===== src/rtl/restoring_divider_16.sv =====
// Radix-2 restoring divider: one quotient bit per clock.
// Ports: clk, rst, start/busy/done, dividend, divisor,
// quotient, remainder, div_by_zero.
// Option: RESTORING_DIVIDER_SIGNED_EN selects two's complement operands.
module restoring_divider_16 #(
  parameter int WIDTH = 16
) (
  input  logic             clk,
  input  logic             rst,
  input  logic             start,
  input  logic [WIDTH-1:0] dividend,
  input  logic [WIDTH-1:0] divisor,
  output logic             busy,
  output logic             done,
  output logic [WIDTH-1:0] quotient,
  output logic [WIDTH-1:0] remainder,
  output logic             div_by_zero
);

  typedef enum logic [1:0] {
    S_IDLE,
    S_RUN,
    S_DONE
  } state_t;

  localparam int CW = $clog2(WIDTH + 1);
  localparam logic [CW-1:0] LAST = CW'(WIDTH - 1);

  state_t           state_q, state_d;
  logic             busy_q, busy_d;
  logic             done_q, done_d;
  logic [WIDTH-1:0] quot_q, quot_d;
  logic [WIDTH-1:0] rem_q, rem_d;
  logic             dbz_q, dbz_d;
  logic [CW-1:0]    cnt_q, cnt_d;
  logic [WIDTH:0]   p_q, p_d;
  logic [WIDTH-1:0] q_q, q_d;
  logic [WIDTH-1:0] dv_q, dv_d;

  logic [WIDTH:0]   p_sh;
  logic [WIDTH:0]   diff;
  logic [WIDTH:0]   p_nxt;
  logic [WIDTH-1:0] q_nxt;
  logic [WIDTH-1:0] mag_a;
  logic [WIDTH-1:0] mag_b;
  logic [WIDTH-1:0] fin_q;
  logic [WIDTH-1:0] fin_r;
  logic             accept;

`ifdef RESTORING_DIVIDER_SIGNED_EN
  logic qneg_q, qneg_d;
  logic rneg_q, rneg_d;
`endif

  // Trial subtract as an add of the inverted divisor with carry-in 1;
  // a set top bit means the subtraction borrowed.
  always_comb begin
    p_sh  = {p_q[WIDTH-1:0], q_q[WIDTH-1]};
    diff  = p_sh + {1'b1, ~dv_q} + (WIDTH+1)'(1);
    p_nxt = diff[WIDTH] ? p_sh : diff;
    q_nxt = {q_q[WIDTH-2:0], ~diff[WIDTH]};
  end

`ifdef RESTORING_DIVIDER_SIGNED_EN
  always_comb begin
    mag_a = dividend[WIDTH-1] ? -dividend : dividend;
    mag_b = divisor[WIDTH-1] ? -divisor : divisor;
    fin_q = qneg_q ? -q_nxt : q_nxt;
    fin_r = rneg_q ? -p_nxt[WIDTH-1:0] : p_nxt[WIDTH-1:0];
  end
`else
  always_comb begin
    mag_a = dividend;
    mag_b = divisor;
    fin_q = q_nxt;
    fin_r = p_nxt[WIDTH-1:0];
  end
`endif

  assign accept = start && !busy_q && (state_q != S_RUN);

  always_comb begin
    state_d = state_q;
    busy_d  = busy_q;
    done_d  = 1'b0;
    quot_d  = quot_q;
    rem_d   = rem_q;
    dbz_d   = dbz_q;
    cnt_d   = cnt_q;
    p_d     = p_q;
    q_d     = q_q;
    dv_d    = dv_q;
`ifdef RESTORING_DIVIDER_SIGNED_EN
    qneg_d  = qneg_q;
    rneg_d  = rneg_q;
`endif
    unique case (state_q)
      S_RUN: begin
        p_d   = p_nxt;
        q_d   = q_nxt;
        cnt_d = cnt_q + 1'b1;
        if (cnt_q == LAST) begin
          state_d = S_DONE;
          busy_d  = 1'b0;
          done_d  = 1'b1;
          quot_d  = fin_q;
          rem_d   = fin_r;
          dbz_d   = 1'b0;
        end
      end
      S_IDLE, S_DONE: begin
        if (accept) begin
          p_d   = '0;
          cnt_d = '0;
          q_d   = mag_a;
          dv_d  = mag_b;
`ifdef RESTORING_DIVIDER_SIGNED_EN
          qneg_d = dividend[WIDTH-1] ^ divisor[WIDTH-1];
          rneg_d = dividend[WIDTH-1];
`endif
          if (divisor == '0) begin
            // No iterations needed: finish on the accept edge.
            state_d = S_DONE;
            busy_d  = 1'b0;
            done_d  = 1'b1;
            quot_d  = '1;
            rem_d   = dividend;
            dbz_d   = 1'b1;
          end else begin
            state_d = S_RUN;
            busy_d  = 1'b1;
          end
        end else if (state_q == S_DONE) begin
          state_d = S_IDLE;
        end
      end
      default: state_d = S_IDLE;
    endcase
  end

  always_ff @(posedge clk) begin
    if (rst) begin
      state_q <= S_IDLE;
      busy_q  <= 1'b0;
      done_q  <= 1'b0;
      quot_q  <= '0;
      rem_q   <= '0;
      dbz_q   <= 1'b0;
      cnt_q   <= '0;
      p_q     <= '0;
      q_q     <= '0;
      dv_q    <= '0;
`ifdef RESTORING_DIVIDER_SIGNED_EN
      qneg_q  <= 1'b0;
      rneg_q  <= 1'b0;
`endif
    end else begin
      state_q <= state_d;
      busy_q  <= busy_d;
      done_q  <= done_d;
      quot_q  <= quot_d;
      rem_q   <= rem_d;
      dbz_q   <= dbz_d;
      cnt_q   <= cnt_d;
      p_q     <= p_d;
      q_q     <= q_d;
      dv_q    <= dv_d;
`ifdef RESTORING_DIVIDER_SIGNED_EN
      qneg_q  <= qneg_d;
      rneg_q  <= rneg_d;
`endif
    end
  end

  assign busy        = busy_q;
  assign done        = done_q;
  assign quotient    = quot_q;
  assign remainder   = rem_q;
  assign div_by_zero = dbz_q;

endmodule


===== config.mk =====
export PLATFORM = sky130hd
export DESIGN_NAME = restoring_divider_16
export DESIGN_NICKNAME = d
export VERILOG_FILES = /design/src/rtl/restoring_divider_16.sv
export SDC_FILE = /design/constraint.sdc
export NUM_CORES = 1
export LEC_CHECK = 0
export CAP_MARGIN = 20
export CORE_AREA = 5 5 105 107
export DETAILED_ROUTE_END_ITERATION = 10
export DIE_AREA = 0 0 110 112
export PLACE_DENSITY = 0.77
export SYNTH_ARGS = -nofsm -noshare
export SYNTH_HDL_FRONTEND = slang
export SYNTH_SLANG_ARGS = --single-unit

===== constraint.sdc =====
create_clock -name clk -period 2.7 [get_ports clk]
set_clock_uncertainty 0.1 [all_clocks]
set_input_delay 0.54 -clock clk [delete_from_list [all_inputs] [get_ports clk]]
set_output_delay 0.54 -clock clk [all_outputs]
set_load 0.01 [all_outputs]

==> flow_summary.html <==
<table>
<tr><th>Metric</th><th>Value</th></tr>
<tr><th colspan="2">Finish</th></tr>
<tr><td>Number of nets in the layout</td><td>745</td></tr>
<tr><td>Area growth from synthesis to layout</td><td>30.4%</td></tr>
<tr><td>Layout Cells excl Fill</td><td>832</td></tr>
<tr><td>Fraction of layout instances using a drive strength above 1</td><td>0.135</td></tr>
<tr><td>Antenna fix cells</td><td>0</td></tr>
<tr><td>Final std cell area, no fill</td><td>6200 um2</td></tr>
<tr><th colspan="2">Drt</th></tr>
<tr><td>Max layer used</td><td>met4</td></tr>
<tr><td>Vias post-DR</td><td>4634</td></tr>
<tr><td>Sum of met2 wire segment lengths after detailed routing</td><td>6330 um</td></tr>
<tr><td>Mean number of vias per cell</td><td>5.57</td></tr>
<tr><td>Wire length per cell after detailed routing</td><td>15.9 um</td></tr>
<tr><td>Iteration-0 DRC count of the detailed router</td><td>315</td></tr>
<tr><td>Antenna Violating Nets Remaining</td><td>0</td></tr>
<tr><td>Total wirelength of the detailed-routed design</td><td>13200 um</td></tr>
<tr><td>Sum of routed wire segments on met1</td><td>5950 um</td></tr>
<tr><td>Met3 layer wire length in the routed design</td><td>802 um</td></tr>
<tr><td>Number of detailed-route iterations in the first pass</td><td>5</td></tr>
<tr><td>Post-detailed-route DRC marker count</td><td>0</td></tr>
<tr><th colspan="2">Timing</th></tr>
<tr><td>Count of final setup violators</td><td>8</td></tr>
<tr><td>Shortest period the worst path allows</td><td>2.77 ns</td></tr>
<tr><td>Final hold violation count</td><td>0</td></tr>
<tr><td>Total Negative Setup Slacks</td><td>-0.220 ns</td></tr>
<tr><td>Worst-case headroom to the max-slew limit</td><td>0.538</td></tr>
<tr><td>RSZ-0062 raised after global routing</td><td>yes</td></tr>
<tr><td>Hold Slack</td><td>0.359 ns</td></tr>
<tr><td>Final worst-path cycle share</td><td>1.02</td></tr>
<tr><td>Fin worst setup slack</td><td>-0.0662 ns</td></tr>
<tr><td>Max-slew violation count</td><td>0</td></tr>
<tr><td>Worst slew pin tran</td><td>0.685 ns</td></tr>
<tr><td>F_max</td><td>0.362 GHz</td></tr>
<tr><th colspan="2">Placed design</th></tr>
<tr><td>Placed cell count</td><td>808</td></tr>
<tr><td>PortBufs</td><td>69</td></tr>
<tr><td>RePlAce Congestion</td><td>0.876</td></tr>
<tr><td>Post-DP Area</td><td>5770 um2</td></tr>
<tr><td>Final HPWL DP</td><td>9490 um</td></tr>
<tr><th colspan="2">Floorplan</th></tr>
<tr><td>Boundary Pins</td><td>70</td></tr>
<tr><td>Starting utilization of the core area</td><td>0.473</td></tr>
<tr><td>Core Box Area</td><td>10000 um2</td></tr>
<tr><td>Die width</td><td>110 um</td></tr>
<tr><td>Standard-cell rows</td><td>37</td></tr>
<tr><td>Area of the die</td><td>12300 um2</td></tr>
<tr><td>DIE HEIGHT</td><td>112 um</td></tr>
<tr><th colspan="2">Global routing</th></tr>
<tr><td>Vias in the first global route</td><td>4399</td></tr>
<tr><td>Largest net degree at the start of global routing</td><td>58</td></tr>
<tr><td>Aggregate global-route resource usage</td><td>0.211</td></tr>
<tr><td>Global-route wire length before repair</td><td>21000 um</td></tr>
<tr><td>Number of antenna violations at the first check in global routing</td><td>0</td></tr>
<tr><td>Global route total overflow</td><td>0</td></tr>
<tr><th colspan="2">Clock network</th></tr>
<tr><td>Clk_lat worst skew</td><td>0.37 ns</td></tr>
<tr><td>Buffer type at the clock tree root</td><td>sky130_fd_sc_hd__clkbuf_8</td></tr>
<tr><td>Num Clock Sinks</td><td>90</td></tr>
<tr><td>Number of clock buffers inserted by TritonCTS</td><td>9</td></tr>
<tr><td>Hold Buf Count CTS</td><td>0</td></tr>
<tr><td>CTS tree</td><td>yes</td></tr>
<tr><td>Clock transition at the register clock pins on the worst setup and hold paths after CTS</td><td>0.10 ns</td></tr>
<tr><td>Number of levels the H-tree was split into</td><td>3</td></tr>
<tr><td>Maximum clock insertion buffer count</td><td>2</td></tr>
<tr><th colspan="2">Worst setup path</th></tr>
<tr><td>CP Launch Type</td><td>flop</td></tr>
<tr><td>Reg-to-reg slack, setup</td><td>-0.07 ns</td></tr>
<tr><td>Reg-to-reg critical path endpoint</td><td>remainder[0]</td></tr>
<tr><td>End point of the critical path</td><td>remainder[0]</td></tr>
<tr><td>Biggest fanout along the worst timing path</td><td>5</td></tr>
<tr><td>CP max-delay cell</td><td>sky130_fd_sc_hd__dfxtp_2</td></tr>
<tr><td>Logic depth of the worst register-to-register path</td><td>11</td></tr>
<tr><td>Critical Path Max Stage Delay</td><td>0.35 ns</td></tr>
<tr><td>Reg-to-reg critical path startpoint</td><td>q_q[15]</td></tr>
<tr><td>Required time of the critical path</td><td>2.84 ns</td></tr>
<tr><td>Critical path type</td><td>flop to flop</td></tr>
<tr><td>Cell-by-cell listing of the critical path</td><td>inv_2 -&gt; ha_4 -&gt; fa_2 -&gt; nand2b_4 -&gt; a21o_1 -&gt; a22o_1 -&gt; o21a_4 -&gt; buf_8 -&gt; xor2_4 -&gt; a311oi_2 -&gt; a311oi_1</td></tr>
<tr><td>Setup crit end kind</td><td>flop</td></tr>
<tr><td>Start point of the critical path</td><td>q_q[15]</td></tr>
<tr><td>Arrival @ worst endpoint</td><td>2.91 ns</td></tr>
<tr><th colspan="2">Logic synthesis</th></tr>
<tr><td>Count of warnings emitted by yosys</td><td>0</td></tr>
<tr><td>Main synth FF type</td><td>sky130_fd_sc_hd__dfxtp_1</td></tr>
<tr><td>Portion of the post-synthesis area used by sequential elements</td><td>0.379</td></tr>
<tr><td>Fraction of registers with async set/reset</td><td>0</td></tr>
<tr><td>#FFs+latches synth</td><td>90</td></tr>
<tr><td>Cell types occupying the most area after synthesis</td><td>sky130_fd_sc_hd__dfxtp_1, sky130_fd_sc_hd__nor2_1, sky130_fd_sc_hd__nand2_1</td></tr>
<tr><td>Count of different cell masters after synthesis</td><td>51</td></tr>
<tr><td>Area of the mapped netlist</td><td>4750 um2</td></tr>
<tr><td>Cells after Synth</td><td>606</td></tr>
<tr><td>Area fraction of the dominant cell type after synthesis</td><td>0.379</td></tr>
<tr><td>Biggest area consumer among synthesized cells</td><td>sky130_fd_sc_hd__dfxtp_1</td></tr>
<tr><td>Count of flip-flops with a built-in enable after synthesis</td><td>0</td></tr>
<tr><td>Most numerous cell in the Yosys netlist</td><td>sky130_fd_sc_hd__nor2_1</td></tr>
<tr><td>Top post-synthesis cells by count</td><td>sky130_fd_sc_hd__nor2_1, sky130_fd_sc_hd__dfxtp_1, sky130_fd_sc_hd__nand2_1, sky130_fd_sc_hd__a21oi_1</td></tr>
<tr><td>Avg Inst Size Synth</td><td>7.84 um2</td></tr>
<tr><td>Number of nets in the synthesized netlist</td><td>660</td></tr>
<tr><th colspan="2">Power and ir drop</th></tr>
<tr><td>Leak Pwr</td><td>2.32 nW</td></tr>
<tr><td>IR drop worst, VDD</td><td>0.449 mV</td></tr>
<tr><td>Power per Cell Area</td><td>876 nW/um2</td></tr>
<tr><td>Total power consumption of the routed design</td><td>5.43 mW</td></tr>
<tr><th colspan="2">Job</th></tr>
<tr><td>Number of violations of the max-capacitance limit</td><td>0</td></tr>
<tr><th colspan="2">Min path</th></tr>
<tr><td>Worst hold path type</td><td>flop to flop</td></tr>
<tr><td>Number of instances on the worst hold path</td><td>2</td></tr>
<tr><th colspan="2">Run status</th></tr>
<tr><td>Status</td><td>complete, but fails checks</td></tr>
<tr><td>Violated checks</td><td>negative setup slack</td></tr>
</table>
-- through the flow --
step,setup slack [ns],util
floorplan,0.0215,-
global placement,-0.0602,0.574
detailed placement,-0.141,0.574
CTS,0.00370,0.606
global route,-0.215,0.617
finish,-0.0662,0.617
-- critical path, delay by kind of cell, from the launching register on --
family	cells	cell delay (ns)
AO/OA/AOI/OAI	5	1.13
XOR/XNOR	1	0.21
adder cells (fa/ha/maj)	2	0.49
buffers and inverters	2	0.19
flip-flops	1	0.35
AND/OR/NAND/NOR	1	0.15
-- layer usage --
layer,vias up,track usage
met3,15,0.0475
met5,-,0
met1,2149,0.282
met4,0,0.0474
li1,2306,-
met2,164,0.346
-- cells in the final DEF (no fill, tap or decap), types with 3 or more instances in the layout --
master	count
sky130_fd_sc_hd__nor2_1	99
sky130_fd_sc_hd__dfxtp_1	88
sky130_fd_sc_hd__nand2_1	84
sky130_fd_sc_hd__clkdlybuf4s50_1	68
sky130_fd_sc_hd__buf_4	36
sky130_fd_sc_hd__a21oi_1	35
sky130_fd_sc_hd__nor3_1	26
sky130_fd_sc_hd__inv_1	20
sky130_fd_sc_hd__a311oi_1	17
sky130_fd_sc_hd__ha_1	17
sky130_fd_sc_hd__a211oi_1	16
sky130_fd_sc_hd__nand3_1	15
sky130_fd_sc_hd__o21ai_0	12
sky130_fd_sc_hd__nand4_1	10
sky130_fd_sc_hd__clkbuf_8	10
sky130_fd_sc_hd__a31oi_1	9
sky130_fd_sc_hd__a41oi_1	8
sky130_fd_sc_hd__xnor2_1	8
sky130_fd_sc_hd__nand2b_1	7
sky130_fd_sc_hd__nor2b_1	7
sky130_fd_sc_hd__mux2i_1	7
sky130_fd_sc_hd__o21ai_1	6
sky130_fd_sc_hd__xor2_1	6
sky130_fd_sc_hd__a311oi_2	5
sky130_fd_sc_hd__nor4_1	5
sky130_fd_sc_hd__nand3b_1	5
sky130_fd_sc_hd__buf_6	5
sky130_fd_sc_hd__buf_12	4
sky130_fd_sc_hd__and3_1	3
sky130_fd_sc_hd__o211ai_1	3
sky130_fd_sc_hd__a21o_1	3
sky130_fd_sc_hd__a211oi_2	3
sky130_fd_sc_hd__inv_6	3
-- final cells by class --
type                       count  area [um2]
tap                          136         170
clock buffer                  10         138
clock inverter                 6        53.8
multi-input combinational    452        2810
fill                         912        3850
timing repair buffer         117        1140
sequential                    90        1800
inverter                      21        78.8
-- logic make-up (layout without fill, tap and decap cells) --
group | count (synthesis) | count (layout) | share of synthesized area
buf+inv | 64 | 154 | 0.0593
flops | 90 | 90 | 0.379
simple gates | 269 | 269 | 0.250
compound gates | 138 | 138 | 0.205
fa+ha+maj | 19 | 19 | 0.0516
mux | 10 | 10 | 0.0211
xor+xnor | 16 | 16 | 0.0334
-- report_power, final --
part / switching, mW / leakage [nW] / internal, mW
logic: 1.48 / 1.49 / 1.44
registers: 0.133 / 0.738 / 1.47
clock network: 0.535 / 0.0958 / 0.378
total: 2.14 / 2.32 / 3.28
-- flip-flops by register name (all words and copies together), names as in the netlist --
| signal | flops |
|---|---|
| busy | 1 |
| quotient | 16 |
| q_q | 16 |
| state_q | 2 |
| dv_q | 16 |
| remainder | 16 |
| div_by_zero | 1 |
| done | 1 |
| cnt_q | 5 |
| p_q | 16 |
-- worst min-delay path by stage --
| stage | start | to |
|---|---|---|
| after floorplan | dv_q[10] | dv_q[10] |
| after global placement | dv_q[9] | dv_q[9] |
| after detailed placement | dv_q[10] | dv_q[10] |
| after CTS | dv_q[10] | dv_q[10] |
| after global routing | dv_q[9] | dv_q[9] |
| final | dv_q[10] | dv_q[10] |
-- what timing repair did --
action | 4_1_cts | 5_1_grt
gates resized for setup | 14 | 26
gates cloned | 3 | 0
pin swaps | 6 | 21
buffers inserted | 3 | 4
setup endpoints to repair | 32 | 32
endpoints found under the hold margin | 0 | 0
Power figures use the tool's default switching activity.
